$ cat src/rtl/mips_pkg.sv
// Shared MIPS pipeline types: fetch FSM states,
// IF/ID bundle and primary opcode constants.
package mips_pkg;

  typedef enum logic [1:0] {
    S_BOOT  = 2'd0,
    S_FETCH = 2'd1,
    S_BUF   = 2'd2,
    S_DRAIN = 2'd3
  } state_e;

  typedef struct packed {
    logic [31:0] instr;
    logic [31:0] pc_plus4;
  } if_id_t;

  localparam logic [31:0] NOP_INSTR = 32'h0000_0000;

  localparam logic [5:0] OP_RTYPE = 6'h00;
  localparam logic [5:0] OP_LW    = 6'h23;
  localparam logic [5:0] OP_SW    = 6'h2B;
  localparam logic [5:0] OP_BEQ   = 6'h04;

endpackage

$ cat src/rtl/fetch_stage_if_id_reg.sv
// IF/ID pipeline register with load/hold/flush.
// Flush beats load so a redirect always kills the slot.
module if_id_reg
  import mips_pkg::*;
#(
  parameter logic [31:0] NOP = 32'h0000_0000
) (
  input  logic   clk,
  input  logic   rst_n,
  input  logic   flush_i,
  input  logic   load_i,
  input  if_id_t d_i,
  output logic   valid_o,
  output if_id_t q_o
);

  logic   valid_q;
  if_id_t data_q;

  always_ff @(posedge clk or negedge rst_n) begin
    if (!rst_n) begin
      valid_q <= 1'b0;
      data_q  <= '{instr: NOP, pc_plus4: 32'h0};
    end else if (flush_i) begin
      valid_q      <= 1'b0;
      data_q.instr <= NOP;
    end else if (load_i) begin
      valid_q <= 1'b1;
      data_q  <= d_i;
    end
  end

  assign valid_o = valid_q;
  assign q_o     = data_q;

endmodule

$ cat src/rtl/fetch_stage.sv
// MIPS instruction fetch: PC, imem req/ack,
// skid buffer for stalls, branch redirect and IF/ID.
module fetch_stage
  import mips_pkg::*;
#(
  parameter logic [31:0] RESET_PC  = 32'h0000_0000,
  parameter logic [31:0] NOP_INSTR = mips_pkg::NOP_INSTR
) (
  input  logic        clk,
  input  logic        rst_n,
  output logic        imem_req,
  output logic [31:0] imem_addr,
  input  logic        imem_ack,
  input  logic [31:0] imem_rdata,
  input  logic        stall,
  input  logic        branch_taken,
  input  logic [31:0] branch_target,
  output logic        if_id_valid,
  output logic [31:0] if_id_instr,
  output logic [31:0] if_id_pc_plus4,
  output logic [5:0]  opcode
);

  state_e      state_q, state_d;
  logic [31:0] pc_q, pc_d;
  logic [31:0] redir_q, redir_d;
  if_id_t      skid_q, skid_d;

  logic        load, flush;
  if_id_t      ld_data, if_id;
  logic [31:0] pc4, tgt;

  assign pc4 = pc_q + 32'd4;
  assign tgt = branch_target & 32'hFFFF_FFFC;

  always_ff @(posedge clk or negedge rst_n) begin
    if (!rst_n) begin
      state_q <= S_BOOT;
      pc_q    <= RESET_PC;
      redir_q <= 32'h0;
      skid_q  <= '0;
    end else begin
      state_q <= state_d;
      pc_q    <= pc_d;
      redir_q <= redir_d;
      skid_q  <= skid_d;
    end
  end

  always_comb begin
    state_d = state_q;
    pc_d    = pc_q;
    redir_d = redir_q;
    skid_d  = skid_q;
    load    = 1'b0;
    flush   = 1'b0;
    ld_data = '{instr: imem_rdata, pc_plus4: pc4};
    unique case (state_q)
      S_BOOT: begin
        state_d = S_FETCH;
        if (branch_taken) begin
          flush = 1'b1;
          pc_d  = tgt;
        end
      end
      S_FETCH: begin
        if (branch_taken) begin
          flush = 1'b1;
          if (imem_ack) begin
            pc_d = tgt;
          end else begin
            redir_d = tgt;
            state_d = S_DRAIN;
          end
        end else if (imem_ack) begin
          pc_d = pc4;
          if (!stall || !if_id_valid) begin
            load = 1'b1;
          end else begin
            skid_d  = '{instr: imem_rdata, pc_plus4: pc4};
            state_d = S_BUF;
          end
        end
      end
      S_BUF: begin
        ld_data = skid_q;
        if (branch_taken) begin
          flush   = 1'b1;
          pc_d    = tgt;
          skid_d  = '0;
          state_d = S_FETCH;
        end else if (!stall) begin
          load    = 1'b1;
          skid_d  = '0;
          state_d = S_FETCH;
        end
      end
      S_DRAIN: begin
        // the outstanding word is always dropped; newest target wins
        if (branch_taken) begin
          flush   = 1'b1;
          redir_d = tgt;
        end
        if (imem_ack) begin
          pc_d    = branch_taken ? tgt : redir_q;
          state_d = S_FETCH;
        end
      end
      default: state_d = S_BOOT;
    endcase
  end

  always_comb begin
    imem_req  = (state_q == S_FETCH) || (state_q == S_DRAIN);
    imem_addr = pc_q;
  end

  if_id_reg #(
    .NOP(NOP_INSTR)
  ) u_if_id (
    .clk    (clk),
    .rst_n  (rst_n),
    .flush_i(flush),
    .load_i (load),
    .d_i    (ld_data),
    .valid_o(if_id_valid),
    .q_o    (if_id)
  );

  assign if_id_instr    = if_id.instr;
  assign if_id_pc_plus4 = if_id.pc_plus4;
  assign opcode         = if_id.instr[31:26];

endmodule
$ cat config.mk
export PLATFORM = sky130hd
export DESIGN_NAME = fetch_stage
export DESIGN_NICKNAME = d
export VERILOG_FILES = /design/src/rtl/mips_pkg.sv /design/src/rtl/fetch_stage_if_id_reg.sv /design/src/rtl/fetch_stage.sv
export SDC_FILE = /design/constraint.sdc
export NUM_CORES = 1
export LEC_CHECK = 0
export CAP_MARGIN = 0
export CORE_UTILIZATION = 53
export DETAILED_ROUTE_END_ITERATION = 6
export PLACE_DENSITY = 0.81
export SLEW_MARGIN = 10
export SYNTH_ARGS = -nofsm -noshare
export SYNTH_HDL_FRONTEND = slang
export SYNTH_SLANG_ARGS = --single-unit
$ cat constraint.sdc
create_clock -name clk -period 3 [get_ports clk]
set_clock_uncertainty 0.2 [all_clocks]
set_input_delay 0.45 -clock clk [delete_from_list [all_inputs] [get_ports clk]]
set_output_delay 0.45 -clock clk [all_outputs]
set_load 0.1 [all_outputs]
==> flow_summary.toml <==
[timing]
fmax_mhz = 364
maxSlewHeadroom_pct = 52.2
maxSlewViolCount = 0
setup-violations-final = 0
post-route-min-period_ns = 2.75
finalSetupTns_ns = 0
hold_viol = 0
finalCritPeriodShare_pct = 91.7
rsz0062_at_grt = "no"
tightest_slew_ns = 0.712

[global_route]
grt_overflow_total = 0
grt_max_degree = 82
grt_usage_pct = 28.0
grt_pass1_wl_microns = 39800
first_global_vias = 7549
antenna_found_initial = 0

[logic_synthesis]
synthCells = 951
yosysWarnings = 0
ys_seq_elements = 195
syn_nets = 1025
yosys-top-cells-area = "dfrtp_1, o21ai_0, nand2_1"
yosysTopAreaCell = "dfrtp_1"
synthDistinctLibCells = 59
synth-async-reset-ratio_pct = 100
syn_area_sq_mm = 0.00941
synth_top_area_share_pct = 51.8
synth_edf_count = 0
synth_ff_type = "dfrtp_1"
syn_area_per_cell_sq_um = 9.90
synth-seq-area-share_pct = 51.8

[finish]
num-fill-cells = 1359
areaGrowthSynthToFinish_pct = 25.5
final_util_pct = 68.3
drive_gt1_share_pct = 21.7
antenna_cells = 0
nets = 1172

[clock_tree]
cts_buffers = 17
h-tree-depth = 4
cts.sinks = 195
clkLatencyLatePin_ns = 0.44
clockBufferDepth = 2
clockRootBuffer = "clkbuf_16"
cts_tree = "yes"
cts_resized = 0
clk_pin_slew_ns = 0.07

[detailed_routing]
dr.first_iter.drc_count = 635
wl_microns = 24800
first_pass_iters = 6
avgViaCountPerCell = 5.98
routedWlPerCell_microns = 18.6
drcViolationCount = 0
vias = 7995
ant_nets = 0

[floorplanning]
die_w_microns = 135
rows = 48
start_util_pct = 54.4
dieArea_sq_mm = 0.0183
coreArea_sq_mm = 0.0173
num_io_pins = 173
die_h_microns = 135

[setup_path]
cp_slowest_cell = "nor4_2"
cp_data_required_time_ns = 3.10
endpoint_kind = "flip-flop"
critPathKind = "flip-flop to flip-flop"
max_stage_delay_ns = 0.71
cp-start-kind = "flip-flop"
r2r_start = "imem_addr[2]"
cp_cell_sequence = "ha_1 > nand3_2 > nor4_2 > nand3_1 > xor2_1 > o211ai_1"
crit_start = "imem_addr[2]"
cp.arrival_ns = 2.86
worstRegToRegCells = 6
path_max_fanout = 8

[placement]
dpl.hpwl_microns = 16600
gp_congestion = 0.874
io_buffers = 170

[power]
p_sw_mw = 7.45
power_frac_clock_pct = 16.3
combPwrFrac_pct = 51.9
p_seq_share_pct = 31.8
power_density_mw_per_mm2 = 1210
power.internal_mw = 6.88
switching_share_pct = 52.0
vdd_drop_max_mv = 0.874
p_leak_nw = 5.25

[outcome]
status = "completed"

[run]
cap_violations = 0

[worst_hold_path]
hold_class = "flip-flop to flip-flop"
min-delay-start = "skid_q[25]"
hold_path_depth = 2
[final timing paths]
kind                                    to  slack (ns)
hold / removal                  skid_q[25]        0.28
setup reg to reg           u_if_id.q_o[20]        0.25
min in group asynchronous  u_if_id.q_o[57]        0.42
setup / recovery           u_if_id.q_o[20]        0.25
max in group asynchronous  u_if_id.q_o[34]        1.49
hold reg to reg                 skid_q[25]        0.28
[Yosys cell counts, types with 12 or more instances]
cell type and n:
mux2_2 36, nand2_1 141, inv_1 15, o21ai_0 119, nor2_1 29, a21boi_0 33, clkbuf_1 56, a21oi_1 27
xnor2_1 15, nand3_1 34, nand3b_1 34, dfrtp_1 195, nand4_1 12
[power groups by stage]
stage | Combinational, mW | Clock (mW) | Sequential (mW)
global placement | 7.29 | 0 | 4.49
floorplan | 2.36 | 0 | 7.71
finish | 7.44 | 2.34 | 4.55
CTS | 7.44 | 2.37 | 4.53
global route | 7.81 | 2.48 | 4.68
detailed placement | 7.40 | 0 | 4.57
[critical path, delay by kind of cell (launching register included)]
kind	cells	cell delay, ns
adder cells (fa/ha/maj)	1	0.26
AO/OA/AOI/OAI	1	0.16
XOR/XNOR	1	0.33
AND/OR/NAND/NOR	3	1.17
flip-flops	1	0.48
[cell usage in the layout, fill, tap and decap left out, drive strengths merged, types with 29 or more instances in the layout]
cell type      instances
a21boi                33
buf                  139
clkdlybuf4s50         65
dfrtp                195
mux2                  36
nand2                141
nand3                 36
nand3b                34
nor2                  29
o21ai                120
[timing repair]
action                                 CTS  global route
setup buffers                            0             0
endpoints found under the hold margin   78             0
hold buffers                             1             0
[sequential cells by signal (all words and copies together) (netlist names)]
name,flops
skid_q,64
u_if_id.q_o,64
imem_addr,32
redir_q,32
state_q,2
u_if_id.valid_o,1
[area by class of cell]
| type | count | area (sq um) | area share, % |
|---|---|---|---|
| Timing Repair Buffer | 206 | 1820 | 15.4 |
| Clock buffer | 18 | 439 | 3.72 |
| Inverter | 16 | 60.1 | 0.508 |
| Multi-Input combinational cell | 662 | 4160 | 35.2 |
| Sequential cell | 195 | 4890 | 41.4 |
| Clock inverter | 14 | 168 | 1.42 |
| Tap cell | 225 | 282 | 2.38 |
[stage by stage]
step | setup WS (ns) | total power, mW | instances | instance area (sq um) | hold slack, ns
2_1_floorplan | -0.0183 | 10.1 | 951 | 9420 | -0.0456
5_1_grt | 0.217 | 15.0 | 1336 | 11800 | 0.298
3_3_place_gp | 0.354 | 11.8 | 1303 | 11200 | 0.252
6_report | 0.249 | 14.3 | 1336 | 11800 | 0.275
4_1_cts | 0.333 | 14.3 | 1336 | 11800 | 0.277
3_5_place_dp | 0.329 | 12.0 | 1303 | 11200 | 0.261
[cell families (layout without fill, tap and decap cells)]
family | count (synthesis) | in the layout | synth area share [%]
buffers and inverters | 94 | 254 | 4.20
AOI/OAI and AO/OA | 287 | 287 | 19.5
DFF | 195 | 195 | 51.8
muxes | 41 | 41 | 4.84
and+or+nand+nor | 304 | 304 | 16.6
adders and majority gates | 5 | 5 | 0.665
xor gates and xnor gates | 25 | 25 | 2.33
[layer usage]
layer	global-route usage, %	vias to the layer above	part of all wire [%]
met4	10.6	0	2.3
met3	5.69	41	8.3
met2	42.0	355	46
met5	0	-	0
met1	40.1	3892	43
li1	-	3707	-
Note: power is estimated with default switching activity, not from simulation.
